**config.mk**
```make
export PLATFORM = sky130hd
export DESIGN_NAME = dispatch_stage
export DESIGN_NICKNAME = d
export VERILOG_FILES = /design/src/rtl/dispatch_stage.sv
export SDC_FILE = /design/constraint.sdc
export NUM_CORES = 1
export LEC_CHECK = 0
export BUFFER_PORTS_ARGS = -buffer_cell sky130_fd_sc_hd__buf_2
export CAP_MARGIN = 10
export CELL_PAD_IN_SITES_DETAIL_PLACEMENT = 0
export CELL_PAD_IN_SITES_GLOBAL_PLACEMENT = 1
export CORE_MARGIN = 3
export CORE_UTILIZATION = 38
export CTS_CLUSTER_SIZE = 25
export DETAILED_ROUTE_END_ITERATION = 16
export PLACE_DENSITY_LB_ADDON = 0.1
export SETUP_SLACK_MARGIN = 0.4
export SLEW_MARGIN = 40
export SYNTH_ARGS = -nofsm -noshare
export SYNTH_HDL_FRONTEND = slang
export SYNTH_SLANG_ARGS = --single-unit
```
**constraint.sdc**
```tcl
create_clock -name clk -period 5.8 [get_ports clk]
set_clock_uncertainty 0.05 [all_clocks]
set_input_delay 0.29 -clock clk [delete_from_list [all_inputs] [get_ports clk]]
set_output_delay 0.29 -clock clk [all_outputs]
set_load 0.005 [all_outputs]
```
**src/rtl/dispatch_stage.sv**
```systemverilog
// Dispatch stage: one-entry holding slot between decode and the OoO back end.
// Operands keep snooping the CDB while held and are bypassed again on the way out.
module dispatch_stage #(
  parameter int unsigned XLEN   = 32,
  parameter int unsigned ROB_W  = 4,
  parameter int unsigned OP_W   = 6,
  parameter int unsigned N_CDB  = 2,
  parameter int unsigned OP_NOP = 0
) (
  input  logic                    clk,
  input  logic                    rst,
  input  logic                    rdy,
  input  logic                    flush,
  input  logic                    in_valid,
  output logic                    in_ready,
  input  logic [OP_W-1:0]         in_op,
  input  logic                    in_is_mem,
  input  logic                    in_is_jump,
  input  logic                    in_is_store,
  input  logic                    in_pred_jump,
  input  logic [4:0]              in_rd,
  input  logic [XLEN-1:0]         in_pc,
  input  logic [XLEN-1:0]         in_imm,
  input  logic [ROB_W-1:0]        in_q1,
  input  logic [ROB_W-1:0]        in_q2,
  input  logic [XLEN-1:0]         in_v1,
  input  logic [XLEN-1:0]         in_v2,
  input  logic [N_CDB-1:0]        cdb_valid,
  input  logic [N_CDB*ROB_W-1:0]  cdb_tag,
  input  logic [N_CDB*XLEN-1:0]   cdb_data,
  input  logic                    rob_full,
  input  logic                    rs_full,
  input  logic                    lsb_full,
  input  logic [ROB_W-1:0]        rob_tag,
  output logic                    ena_to_rob,
  output logic                    ena_to_rs,
  output logic                    ena_to_lsb,
  output logic                    ena_to_reg,
  output logic [OP_W-1:0]         out_op,
  output logic [4:0]              out_rd,
  output logic [XLEN-1:0]         out_pc,
  output logic [XLEN-1:0]         out_imm,
  output logic [ROB_W-1:0]        out_q1,
  output logic [ROB_W-1:0]        out_q2,
  output logic [XLEN-1:0]         out_v1,
  output logic [XLEN-1:0]         out_v2,
  output logic [ROB_W-1:0]        out_tag,
  output logic                    out_is_jump,
  output logic                    out_is_store,
  output logic                    out_pred_jump,
  output logic [31:0]             stall_cnt
);

  localparam logic [OP_W-1:0] L_OP_NOP = OP_W'(OP_NOP);

  // Returns {tag, value}; a tag hit on the CDB clears the tag, lowest channel wins.
  function automatic logic [ROB_W+XLEN-1:0] fwd(
    input logic [ROB_W-1:0]       q,
    input logic [XLEN-1:0]        v,
    input logic [N_CDB-1:0]       vld,
    input logic [N_CDB*ROB_W-1:0] tags,
    input logic [N_CDB*XLEN-1:0]  data
  );
    logic [ROB_W+XLEN-1:0] res;
    logic                  hit;
    res = {q, v};
    hit = 1'b0;
    for (int i = 0; i < N_CDB; i++) begin
      if (!hit && (q != '0) && vld[i] && (tags[i*ROB_W +: ROB_W] == q)) begin
        res = {{ROB_W{1'b0}}, data[i*XLEN +: XLEN]};
        hit = 1'b1;
      end
    end
    return res;
  endfunction

  logic                r_valid;
  logic [OP_W-1:0]     r_op;
  logic                r_is_mem;
  logic                r_is_jump;
  logic                r_is_store;
  logic                r_pred_jump;
  logic [4:0]          r_rd;
  logic [XLEN-1:0]     r_pc;
  logic [XLEN-1:0]     r_imm;
  logic [ROB_W-1:0]    r_q1;
  logic [ROB_W-1:0]    r_q2;
  logic [XLEN-1:0]     r_v1;
  logic [XLEN-1:0]     r_v2;
  logic [31:0]         r_stall_cnt;

  logic                w_tgt_full;
  logic                w_fire;
  logic                w_ready;
  logic                w_accept;
  logic                w_stall;
  logic [ROB_W+XLEN-1:0] w_hold_fwd1;
  logic [ROB_W+XLEN-1:0] w_hold_fwd2;
  logic [ROB_W+XLEN-1:0] w_in_fwd1;
  logic [ROB_W+XLEN-1:0] w_in_fwd2;

  assign w_tgt_full  = r_is_mem ? lsb_full : rs_full;
  assign w_fire      = rdy & ~flush & ~rst & r_valid & ~rob_full & ~w_tgt_full;
  assign w_ready     = rdy & ~flush & ~rst & (~r_valid | w_fire);
  assign w_accept    = in_valid & w_ready;
  assign w_stall     = r_valid & ~w_fire;

  assign w_hold_fwd1 = fwd(r_q1, r_v1, cdb_valid, cdb_tag, cdb_data);
  assign w_hold_fwd2 = fwd(r_q2, r_v2, cdb_valid, cdb_tag, cdb_data);
  assign w_in_fwd1   = fwd(in_q1, in_v1, cdb_valid, cdb_tag, cdb_data);
  assign w_in_fwd2   = fwd(in_q2, in_v2, cdb_valid, cdb_tag, cdb_data);

  always_ff @(posedge clk) begin
    if (rst) begin
      r_valid     <= 1'b0;
      r_op        <= '0;
      r_is_mem    <= 1'b0;
      r_is_jump   <= 1'b0;
      r_is_store  <= 1'b0;
      r_pred_jump <= 1'b0;
      r_rd        <= '0;
      r_pc        <= '0;
      r_imm       <= '0;
      r_q1        <= '0;
      r_q2        <= '0;
      r_v1        <= '0;
      r_v2        <= '0;
      r_stall_cnt <= '0;
    end else if (rdy) begin
      if (flush) begin
        r_valid <= 1'b0;
      end else begin
        if (w_accept && (in_op != L_OP_NOP)) begin
          r_valid     <= 1'b1;
          r_op        <= in_op;
          r_is_mem    <= in_is_mem;
          r_is_jump   <= in_is_jump;
          r_is_store  <= in_is_store;
          r_pred_jump <= in_pred_jump;
          r_rd        <= in_rd;
          r_pc        <= in_pc;
          r_imm       <= in_imm;
          {r_q1, r_v1} <= w_in_fwd1;
          {r_q2, r_v2} <= w_in_fwd2;
        end else if (w_accept || w_fire) begin
          // A NOP is swallowed here; the slot was either empty or just fired.
          r_valid <= 1'b0;
        end else if (r_valid) begin
          {r_q1, r_v1} <= w_hold_fwd1;
          {r_q2, r_v2} <= w_hold_fwd2;
        end
        if (w_stall && (r_stall_cnt != 32'hFFFF_FFFF)) begin
          r_stall_cnt <= r_stall_cnt + 32'd1;
        end
      end
    end
  end

  assign in_ready      = w_ready;
  assign ena_to_rob    = w_fire;
  assign ena_to_lsb    = w_fire & r_is_mem;
  assign ena_to_rs     = w_fire & ~r_is_mem;
  assign ena_to_reg    = w_fire & (r_rd != 5'd0);

  assign out_op        = r_op;
  assign out_rd        = r_rd;
  assign out_pc        = r_pc;
  assign out_imm       = r_imm;
  assign {out_q1, out_v1} = w_hold_fwd1;
  assign {out_q2, out_v2} = w_hold_fwd2;
  assign out_tag       = rob_tag;
  assign out_is_jump   = r_is_jump;
  assign out_is_store  = r_is_store;
  assign out_pred_jump = r_pred_jump;
  assign stall_cnt     = r_stall_cnt;

endmodule

```
==> impl_summary.md, run 1 <==
STA
Setup violations remaining at the end of the flow were counted as 0. The worst slew slack as a fraction of its limit is 44.6%. The fraction of the cycle the final worst path needs is 63.8%. The number of pins exceeding their max-slew limit in the final report is 0. For the finished layout, the period the worst path requires is 3.70 ns. For this run, the top clock speed supported by timing is 270 MHz. Setup repair after global routing left no endpoint under its margin.

The final hold violation count is 0. Setup total negative slack on the finished layout was measured at 0 ns. At the pin with the least slew margin, the transition time is 0.831 ns.

Detailed routing
The met2 wirelength from detailed routing is 24500 um. The detailed-route wire length on metal 1 is 20600 um. The routed design has 50700 um of wire. Summed over all nets, wire length on met3 after detailed routing comes to 3900 um. After the first detailed-routing iteration, the DRC count stood at 1170. The number of DRC violations after detailed routing is 0. The routed layout has 13622 vias. The count of nets left with antenna violations after detail routing is 0. Using the TritonRoute via totals, the vias-per-cell ratio works out to 6.05.

The detail-routed net length per standard cell is 22.5 um. The number of detailed-route iterations in the first pass is 5. Routed signal wires occupy layers up through met5.

Hold path
In this run the worst hold path is classified as primary input to flop.

Synth
A synthesized cell averages 7.53 um^2. The commonest cells after synthesis are nand2_1 (214), dfxtp_1 (184), a21oi_1 (169), o21ai_0 (118), clkbuf_1 (99). The number of standard cells after synthesis is 1534. The count of unique library cells instantiated by Yosys is 61. The synthesized netlist occupies a cell area of 11600 um^2. The most common flop cell mapped by yosys is dfxtp_1. In this run, synthesis produced a sequential element count of 184. The sequential fraction of the synthesis area is 31.9%. The number of nets in the synthesized netlist is 1772.

After synthesis, the cell types taking the most area are dfxtp_1 (32%), a21oi_1 (7.3%), nand2_1 (7.0%). The share of flip-flops with an asynchronous set or reset after synthesis is 0%. The number of warnings reported in the yosys synthesis log is 0. The count of flip-flops with a built-in enable after synthesis is 0.

In this run the biggest area consumer among cell types represents 31.9% of the synthesized area. The cell taking the most area after synthesis is dfxtp_1. By instance count, the leading cell after synthesis is nand2_1.

Die
The total number of placement rows is 63. The die is 180 um wide. The die covers 32500 um^2. Pin placement for this block handled 428 I/O pins. The starting density of the core is 38.8%.

The die height is 180 um. The total area inside the core boundary comes to 29800 um^2.

Placement
The number of placed cells counting well taps is 2214. The number of input and output port buffers inserted is 419. At the end of routability-driven placement, the weighted congestion stood at 0.896. The post-detailed-placement half-perimeter wirelength is 33400 um.

Clock network
The number of H-tree levels is 4. The number of CTS-inserted buffers is 17. TritonCTS built the clock tree.

Buffers inserted to repair hold after CTS numbered 0. No sink is reached through more buffers than the 2 on the longest clock path. The tree is rooted in a clkbuf_16. The clock-pin slew reported for the worst setup and hold paths after clock tree synthesis is 0.09 ns.

Clock tree synthesis found a total of 184 sinks. Once the clock tree was built, the setup fixing pass inserted 0 buffers. The clock latency reported for the late side of the worst-skew pair is 0.43 ns. The post-cts gate resize count is 0.

Setup path
For the worst setup path, the data arrival time is 3.36 ns. For the worst setup path, the data required time is 5.46 ns. The critical path endpoint category is an output port.

The critical path class is flop to output port. The startpoint type of the worst setup path is a flop. The maximum fanout encountered on the critical timing path is 38.

Pwr
Of the total power, the share spent switching nets is 32.3%. The power per cell area is 216 nW/um^2. The net load switching power is 999 uW. The internal power consumption is 2100 uW. Per report_power, the clock group accounts for 39.9% of the total. Summed over all cells, the static leakage comes to 0.00559 uW. The portion of total power attributed to sequential cells is 42.6%.

Of the total power, combinational logic draws 17.5%. VDD sags by at most 0.000167 V.

Global routing
The total global-route track usage is 29.2%. The wire length of the first global-routing pass is 77000 um. The number of global-route vias before repair was 12832. Entering global routing, the biggest net connects 86 pins. The number of antenna violations at the first check in global routing is 12. Summed over all layers, the global routing overflow is 0.

Job
The tool flagged a number of max-cap violations equal to 0.

Finish
The synthesis-to-layout area growth is 24.4%. In the final layout, the share of cells above drive strength 1 is 29.4%. The number of nets in the finished design is 2081. Excluding fillers, the count of instances in the completed layout stands at 2252.

Status
The flow ran to the end, and the final reports show no timing, DRC or antenna violations.
## power groups by stage
stage               clock network [uW]  logic, uW  registers, uW
global route                      1310        583           1320
global placement                     0        530           1350
finish                            1240        542           1320
CTS                               1250        535           1320
detailed placement                   0        534           1350
floorplan                            0        274           1350
## critical path: stages (launching register included)
cell and delay (ns):
dfxtp_1 0.38, or2_2 0.32, o21ai_2 0.11, buf_4 0.39, and2_2 0.68, buf_4 0.51
a21oi_1 0.12, o21ai_0 0.23, buf_2 0.16
## cells by family (layout without fill, tap and decap cells)
logic type	after synthesis	in the layout	share of synthesized area (%)
AOI/OAI and AO/OA	581	581	34.7
xor gates and xnor gates	28	28	2.12
adders and majority gates	1	1	0.108
buffers and inverters	167	489	6.52
DFF	184	184	31.9
muxes	4	4	0.357
other	0	6	0
and+or+nand+nor	569	569	24.3
## metal layers
layer,up-vias,GRT usage (%)
li1,6353,-
met1,6481,36.6
met2,663,49.0
met3,115,5.95
met4,10,12.1
met5,-,0
## flip-flops by register name (all words and copies together) (netlist names)
| signal | flops |
|---|---|
| r_q2 | 4 |
| r_q1 | 4 |
| r_v2 | 32 |
| out_rd | 5 |
| r_is_mem | 1 |
| out_is_store | 1 |
| stall_cnt | 32 |
| out_is_jump | 1 |
| r_valid | 1 |
| out_pc | 32 |
| out_pred_jump | 1 |
| out_imm | 32 |
| out_op | 6 |
| r_v1 | 32 |
## worst paths after layout
path                from     endpoint  slack [ns]  cells past startpoint
max              r_q2[1]   out_v2[19]        2.10                      8
min             in_rd[3]    out_rd[3]        0.03                      3
max reg2reg     r_is_mem   out_imm[9]        2.34                      6
min reg2reg  out_imm[20]  out_imm[20]        0.40                      2
## cell usage in the layout, fill, tap and decap left out, types with 31 or more instances in the layout
cell type	n
dfxtp_1	184
nor3_1	72
o31ai_1	40
a311oi_1	32
a31oi_1	33
nand3b_1	31
and3_1	38
nor2_1	51
a21oi_1	168
a211oi_1	31
a2111oi_2	31
nand3_1	75
buf_2	418
a21boi_0	62
a221o_1	32
nand2_1	214
o21ai_0	117
## stage by stage
| stage | hold WS [ns] | total power, uW | instance area, um^2 | setup slack (ns) | utilization [%] |
|---|---|---|---|---|---|
| final | 0.0311 | 3100 | 14400 | 2.10 | 48.2 |
| after global routing | 0.0232 | 3220 | 14400 | 1.97 | 48.2 |
| after floorplan | 0.357 | 1620 | 11600 | 3.69 | - |
| after global placement | 0.388 | 1880 | 13700 | 2.39 | 46.0 |
| after CTS | 0.0166 | 3110 | 14400 | 2.02 | 48.2 |
| after detailed placement | 0.394 | 1880 | 13700 | 2.37 | 46.1 |
## cell type report
class	count	area (um^2)
antenna	6	15.0
clock buffer	18	439
clock inverter	14	178
fill	3082	15400
inverter	7	26.3
multi-input combinational	1183	7200
sequential	184	3680
tap	390	488
timing repair buffer	450	2340
Power figures use the tool's default switching activity.
==> inputs of run 2 (changes only) <==
--- a/config.mk
+++ b/config.mk
@@ -10,7 +10,7 @@
 export CELL_PAD_IN_SITES_DETAIL_PLACEMENT = 0
 export CELL_PAD_IN_SITES_GLOBAL_PLACEMENT = 1
 export CORE_MARGIN = 3
-export CORE_UTILIZATION = 38
+export CORE_UTILIZATION = 35
 export CTS_CLUSTER_SIZE = 25
 export DETAILED_ROUTE_END_ITERATION = 16
 export PLACE_DENSITY_LB_ADDON = 0.1
==> constraint.sdc (replaced) <==
create_clock -name clk -period 3.8 [get_ports clk]
set_clock_uncertainty 0.05 [all_clocks]
set_input_delay 0.19 -clock clk [delete_from_list [all_inputs] [get_ports clk]]
set_output_delay 0.19 -clock clk [all_outputs]
set_load 0.005 [all_outputs]
==> run 2 against run 1 <==
  * First-iteration DRC count shrank 12%
  * Die area rose by 8.3%
  * Worst hold slack worse by 0.0014 ns
  * Non-clock buffer count grew 90
  * Highest routed layer unchanged
  * Count of clock-buffer cells in the layout fell by 1
  * Flip-flop and latch count unchanged
  * Critical path type unchanged
  * Sequential share of layout area decreased by 1.7 points
==> impl_summary.md, run 2 (synthesis gave the netlist of run 1 again) <==
STA
The transition at the pin with the smallest max-transition slack was 0.871 ns (+0.0396 ns). Setup repair after global routing left no endpoint under its margin. The number of pins exceeding their max-slew limit in the final report is 0 (unchanged).

The worst path in the final design needs a cycle of 3.13 ns, including I/O delays and setup. The fraction of the cycle the final worst path needs is 82.4%. The total negative slack is 0 ns (unchanged).

The count of endpoints failing setup in the final report is 0 (unchanged). The final hold violation count is 0 (unchanged). The maximum frequency from static timing analysis is 319 MHz. The worst slew slack as a fraction of its limit is 41.7% (-2.9 points).

Setup path
The maximum fanout encountered on the critical timing path is 19 (-50%). The worst path arrival time is 2.89 ns (-0.47 ns). STA classifies the critical path startpoint as a flop.

The launching instance or port of the critical path is r_q1[1]. In this run the critical register-to-register path is launched from r_q1[3]. The critical path is of the flop to output port type.

The worst setup path is captured at an output port. The data required time at the worst endpoint is 3.56 ns (-1.90 ns).

Finish
The final standard cell area without fillers is 15400 um^2 (+7.3%). The number of nets in the finished design is 2171 (+4.3%). The post-layout instance count excluding filler cells is 2385 (+5.9%). Relative to the synthesized area, the layout overhead comes to 33.4%.

The fill cell total of the finished layout is 3308 (+7.3%). In the layout the commonest cells are buf_2 (418), nand2_1 (214), dfxtp_1 (184). The final core utilization was 48.1% (-0.13 points). Leaving out fill and tap cells, the most frequent cell in the layout is buf_2. The share of final-layout standard cells stronger than drive strength 1 was 28.6% (-0.80 points).

Detailed routing
The count of nets left with antenna violations after detail routing is 0 (unchanged). The post-detailed-routing wire length is 52800 um (+4.0%). The number of detailed-route iterations in the first pass is 6 (+1).

The total via count after detailed routing came to 13837 (+1.6%). The number of DRC violations after detailed routing is 0 (unchanged). The detail-routed net length per standard cell is 22.1 um (-1.8%). The number of vias per cell came to 5.80 (-4.1%). The violation count after the first detailed-route iteration is 1029 (-12%).

Global routing
The total global routing overflow is 0 (unchanged). The number of global-route vias before repair is 13662 (+6.5%). The total global-route track usage is 28.6% (-0.62 points). The wire length of the first global-routing pass is 80800 um (+5.0%). The pin count of the biggest net entering global routing was 84 (-2.3%).

The number of antenna violations at the first check in global routing was 9 (-3).

Job
The max-cap check violation count is 0 (unchanged).

Die
The die height came to 188 um (+4.1%). The total I/O pin count was 428 (unchanged). The starting density of the core is 36.1% (-2.7 points).

The horizontal extent of the die is 188 um (+4.1%). The area of the core is 32000 um^2 (+7.5%). The full die area is 35200 um^2 (+8.3%). The total number of placement rows is 65 (+3.2%).

Pwr
The fraction of power consumed by the clock network was 40.0% (about the same). The power share of the combinational group is 18.8% (+1.3 points). The share of total power consumed by net switching is 31.1% (-1.2 points).

The power per cell area is 317 nW/um^2 (+47%). The portion of total power attributed to sequential cells is 41.2% (-1.4 points). The net load switching power is 1520 uW (+52%). The post-layout total power was 4890 uW (+58%). The internal power consumption is 3370 uW (+61%). The largest vdd supply drop is 0.000319 V (+92%).

The static leakage is 0.00601 uW (+7.3%).

Placement
The cell area after placement is 13900 um^2 (+1.5%). The number of input and output port buffers inserted is 419 (unchanged). The number of placed cells counting well taps is 2267 (+2.4%). The post-detailed-placement half-perimeter wirelength is 35500 um (+6.2%). The routability-driven placement congestion ratio came to 0.885 (-1.2%).

Clock network
The clock sink count was 184 (unchanged). The buffer levels on the longest clock path is 2 (unchanged). The number of setup buffers added after CTS is 0 (unchanged). The number of CTS-inserted buffers is 17 (unchanged).

TritonCTS built the clock tree. The number of H-tree levels is 4 (unchanged). The clock latency reported for the late side of the worst-skew pair is 0.44 ns (about the same).

The cell sitting at the root of the clock tree is a clkbuf_16. The clock-pin slew reported for the worst setup and hold paths after clock tree synthesis is 0.07 ns (-0.02 ns).

Status
The flow ran to the end, and the final reports show no timing, DRC or antenna violations.

Hold path
The kind of path behind the tightest hold check is primary input to flop. In this run the most critical hold path is launched from in_q2[1].
-- run 2: cell types whose count changed in the layout (fill, tap and decap cells not counted), moves of 3 or more --
cell	delta
buf_8	+3
clkinv_8	-3
dlygate4sd3_1	+82
inv_8	+3
-- run 2: final cells by class --
type,instances,area (um^2),share of cell area [%]
Multi-Input combinational cell,1183,7240,46.9
Sequential cell,184,3680,23.9
Timing Repair Buffer,540,3280,21.3
Tap cell,435,544,3.53
Clock buffer,17,425,2.76
Clock inverter,15,205,1.33
Inverter,7,28.8,0.187
Antenna cell,4,10.0,0.0649
-- run 2: critical path: stages, from the launching register on --
cell and delay (ns):
dfxtp_1 0.39, nor3_1 0.43, o21a_1 0.60, buf_4 0.36
o21ai_0 0.11, a31oi_1 0.36, buf_2 0.19
-- run 2: what timing repair did --
item                       CTS  global route
gates resized for setup      0             1
hold endpoints to repair    81             1
hold buffers                81             1
setup endpoints to repair    0            14
-- run 2: per-layer routing --
metal	routed length, um	global-route usage (%)	share of wire [%]
met1	21900	35.0	41
met2	25500	49.0	48
met3	3840	6.13	7.3
met4	1480	11.2	2.8
met5	78	0	0.15
-- run 2: stage by stage --
step / setup WS (ns) / hold WS (ns)
6_report: 0.670 / 0.0296
3_5_place_dp: 0.861 / 0.330
4_1_cts: 0.543 / 0.00117
2_1_floorplan: 1.70 / 0.257
3_3_place_gp: 0.913 / 0.330
5_1_grt: 0.503 / 0.00872
-- run 2: path summary, 6_finish.rpt --
kind	slack, ns	to	depth (start not counted)
max	0.67	out_v1[4]	6
min	0.03	r_q2[1]	2
max reg2reg	1.04	r_v1[4]	6
min reg2reg	0.40	out_imm[11]	2
-- run 2: power by group through the flow --
stage                     Clock [uW]  Sequential (uW)  Combinational [uW]
after detailed placement           0             2060                 835
after global placement             0             2060                 819
final                           1960             2010                 920
after global routing            2050             2020                 989
after floorplan                    0             2050                 418
after CTS                       1990             2010                 906
==> inputs of run 3 (changes only) <==
--- a/config.mk
+++ b/config.mk
@@ -5,12 +5,13 @@
 export SDC_FILE = /design/constraint.sdc
 export NUM_CORES = 1
 export LEC_CHECK = 0
+export ABC_AREA = 1
 export BUFFER_PORTS_ARGS = -buffer_cell sky130_fd_sc_hd__buf_2
 export CAP_MARGIN = 10
 export CELL_PAD_IN_SITES_DETAIL_PLACEMENT = 0
 export CELL_PAD_IN_SITES_GLOBAL_PLACEMENT = 1
 export CORE_MARGIN = 3
-export CORE_UTILIZATION = 35
+export CORE_UTILIZATION = 31
 export CTS_CLUSTER_SIZE = 25
 export DETAILED_ROUTE_END_ITERATION = 16
 export PLACE_DENSITY_LB_ADDON = 0.1
==> constraint.sdc (replaced) <==
create_clock -name clk -period 2.65 [get_ports clk]
set_clock_uncertainty 0.05 [all_clocks]
set_input_delay 0.1325 -clock clk [delete_from_list [all_inputs] [get_ports clk]]
set_output_delay 0.1325 -clock clk [all_outputs]
set_load 0.005 [all_outputs]
==> run 3 against run 2 <==
  * Count of clock-buffer cells in the layout is the same
  * Combinational power grew 53%
  * Sequential share of layout area shrank 4.0 points
  * Final cell count grew 30%
  * Register-to-register slack lost 0.59 ns
  * Flip-flop and latch count is the same
  * Via count grew 22%
  * Critical path depth grew 5
  * Clock power grew 33%
  * Non-clock buffer count grew 63
  * Power grew 40%
  * Worst setup slack lost 0.37 ns
  * Largest cell class unchanged
  * Largest power group unchanged
==> impl_summary.md, run 3 <==
Synth
The post-synthesis net count is 2340 (+32%). Sorting the synthesized cells by how often they occur yields nand2_1 (844), nand3_1 (346), dfxtp_1 (184), a21oi_1 (167), nand4_1 (133). Sorting the synthesized cells by area gives the leading types as dfxtp_1 (30%), nand2_1 (26%), nand3_1 (14%). The count of unique library cells instantiated by Yosys is 35 (-43%). The number of warnings reported in the yosys synthesis log is 0 (unchanged).

The sequential fraction of the synthesis area is 29.7% (-2.2 points). The most common flop cell mapped by yosys is dfxtp_1. The average cell area after synthesis came to 5.91 um^2 (-22%).

The share of the synthesized area in the top cell type is 29.7% (-2.2 points). The share of flip-flops with an asynchronous set or reset after synthesis is 0% (unchanged). The count of flip-flops with a built-in enable after synthesis is 0 (unchanged). The number of synthesized register bits is 184 (unchanged). The cell taking the most area after synthesis is dfxtp_1. The synthesized cell area is 12400 um^2 (+7.5%). The most frequent cell after synthesis is nand2_1. The number of standard cells after synthesis was 2102 (+37%).

Hold path
The worst hold path stage count is 3 (+1). The kind of path behind the tightest hold check is primary input to flop. The hold-critical path endpoint is r_is_mem. In this run the most critical hold path is launched from in_is_mem.

Detailed routing
The post-detailed-routing wire length came to 67400 um (+28%). The number of detailed-route iterations in the first pass came to 7 (+1). The number of vias per cell is 5.44 (-6.3%). The count of nets left with antenna violations after detail routing is 0 (unchanged). The number of DRC violations after detailed routing was 0 (unchanged). The detail-routed net length per standard cell is 21.8 um (-1.5%). The total via count after detailed routing is 16825 (+22%). The violation count after the first detailed-route iteration is 1568 (+52%).

Setup path
The most numerous cell type found on the critical path is nand2_2. The cell depth of the worst flop-to-flop path is 16 (+10). The worst setup path is launched from a flop. The startpoint of the worst-slack reg-to-reg timing path is r_q1[0].

The endpoint identified for the worst register-to-register timing path is r_v1[1]. The worst path arrival time is 2.16 ns (-0.73 ns). The data required time at the worst endpoint came to 2.47 ns (-1.09 ns).

The critical path is of the flop to output port type. The reg-to-reg setup timing slack is 0.45 ns (-0.59 ns). STA classifies the critical path endpoint as an output port. The peak per-stage delay on the critical path was 0.39 ns (-0.21 ns). The maximum fanout encountered on the critical timing path is 6 (-13).

For this design, the slowest cell found on the critical path is dfxtp_4. The signal on the critical path passes through nand2_1 -> nand2_2 -> nor2_4 -> nand3_4 -> buf_6 -> clkbuf_16 -> nand2_2 -> o21ai_2 -> nand2_1 -> nand2_2 -> buf_6.

Clock network
The root buffer cell chosen for the clock tree is clkbuf_16. The number of H-tree levels is 4 (unchanged). The number of CTS-inserted buffers is 17 (unchanged). TritonCTS built the clock tree.

The clock latency reported for the late side of the worst-skew pair is 0.45 ns (about the same). The clock sink count is 184 (unchanged). The clock-pin slew reported for the worst setup and hold paths after clock tree synthesis was 0.08 ns (about the same).

The buffer levels on the longest clock path is 2 (unchanged).

Global routing
The total global-route track usage is 28.2% (-0.39 points). The wire length of the first global-routing pass is 92200 um (+14%). The total global routing overflow is 0 (unchanged). The number of antenna violations at the first check in global routing is 8 (-1). The pin count of the biggest net entering global routing is 122 (+45%). The number of global-route vias before repair came to 15281 (+12%).

STA
The number of pins exceeding their max-slew limit in the final report was 0 (unchanged). The maximum frequency from static timing analysis is 426 MHz. The transition at the pin with the smallest max-transition slack is 0.731 ns (-0.140 ns).

The fraction of the cycle the final worst path needs is 88.6%. The total negative slack is 0 ns (unchanged). Setup repair after global routing could not meet its margin everywhere. The count of endpoints failing setup in the final report is 0 (unchanged). The worst slew slack as a fraction of its limit came to 51.3% (+9.6 points). The final worst-path setup slack came to 0.303 ns (-0.366 ns). The worst path needs 2.35 ns of the cycle, external delays included. The final hold violation count is 0 (unchanged).

Finish
The number of nets in the finished design is 2796 (+29%). In the layout the commonest cells are nand2_1 (721), buf_2 (391), nand3_1 (315). The share of final-layout standard cells stronger than drive strength 1 is 30.5% (+1.9 points). The final core utilization is 47.6% (-0.51 points). The library cell used most frequently in the layout, excluding fill and tap cells, is nand2_1. From synthesis to final layout, the design area changed by 49.9%.

Job
The max-cap check violation count came to 0 (unchanged).

Pwr
The largest vdd supply drop is 0.000453 V (+42%). The static leakage came to 0.00854 uW (+42%). The power per cell area is 368 nW/um^2 (+16%).

Die
The total I/O pin count came to 428 (unchanged). The total number of placement rows came to 72 (+11%). The horizontal extent of the die is 206 um (+9.8%). The area of the core is 39100 um^2 (+22%). The die height is 206 um (+9.8%). The starting density of the core is 31.8% (-4.3 points). The full die area was 42500 um^2 (+21%).

Placement
The routability-driven placement congestion ratio came to 0.928 (+4.9%). The number of input and output port buffers inserted came to 419 (unchanged). The worst-case setup slack after placement is 0.368 ns (-0.494 ns). The post-detailed-placement half-perimeter wirelength was 40400 um (+14%).

Status
The flow ran to the end, and the final reports show no timing, DRC or antenna violations.
[run 3: how the worst max path moves through the flow]
| stage | start | endpoint | slack, ns |
|---|---|---|---|
| global placement | r_q1[1] | r_v1[7] | 0.38 |
| global route | r_q2[3] | out_v2[27] | 0.21 |
| floorplan | stall_cnt[0] | stall_cnt[18] | 0.77 |
| CTS | r_q2[2] | out_v2[31] | 0.36 |
| detailed placement | r_q1[1] | r_v1[7] | 0.37 |
| finish | r_q1[1] | out_v1[0] | 0.30 |
[run 3: stage by stage]
stage	power, uW	instance area (um^2)	cells	hold WS, ns
4_1_cts	6760	16900	3043	0.0144
3_5_place_dp	4020	14800	2910	0.215
6_report	6850	18600	3094	0.0377
5_1_grt	7120	18600	3091	0.0298
3_3_place_gp	4030	14800	2910	0.215
2_1_floorplan	3460	12400	2102	0.226
[run 3: cell type report]
class                           instances  area, um^2
Clock inverter                         15         159
Inverter                               61         262
Multi-Input combinational cell       1691        8670
Antenna cell                            5        12.5
Clock buffer                           17         425
Fill cell                            4116       20500
Tap cell                              518         648
Sequential cell                       184        3710
Timing Repair Buffer                  603        4720
[run 3: worst max-delay path: cells and delay by family, from the launching register on]
kind / cells / cell delay, ns
simple gates: 7 / 0.78
buf+inv: 3 / 0.48
flops: 1 / 0.39
compound gates: 1 / 0.05
[run 3: per-layer routing]
layer,up-vias,global-route usage [%],share of wire [%],wire length [um]
met2,862,47.1,47,31900
li1,7942,-,-,-
met3,175,7.53,10,6750
met4,8,12.0,4.5,3030
met5,-,0,0.086,58
met1,7838,34.2,38,25700
[run 3: what timing repair did]
item	CTS	global route
setup buffers	13	27
gates resized for setup	84	272
setup endpoints to repair	85	148
endpoints found under the hold margin	79	0
hold buffers	80	0
pin swaps	13	66
gates cloned	8	19
[run 3: logic make-up (layout without fill, tap and decap cells)]
kind of cell	after synthesis	in the layout	share of synthesized area, %
compound gates	203	203	8.33
xor+xnor	14	14	0.987
fa+ha+maj	1	1	0.101
buf+inv	228	696	8.83
flops	184	184	29.7
other cells	0	5	0
simple gates	1472	1473	52.1
[run 3: power by group]
part | internal [uW] | switching [uW] | leakage, uW
registers | 2800 | 28.8 | 0.00149
clock network | 1260 | 1350 | 0.000287
logic | 526 | 880 | 0.00676
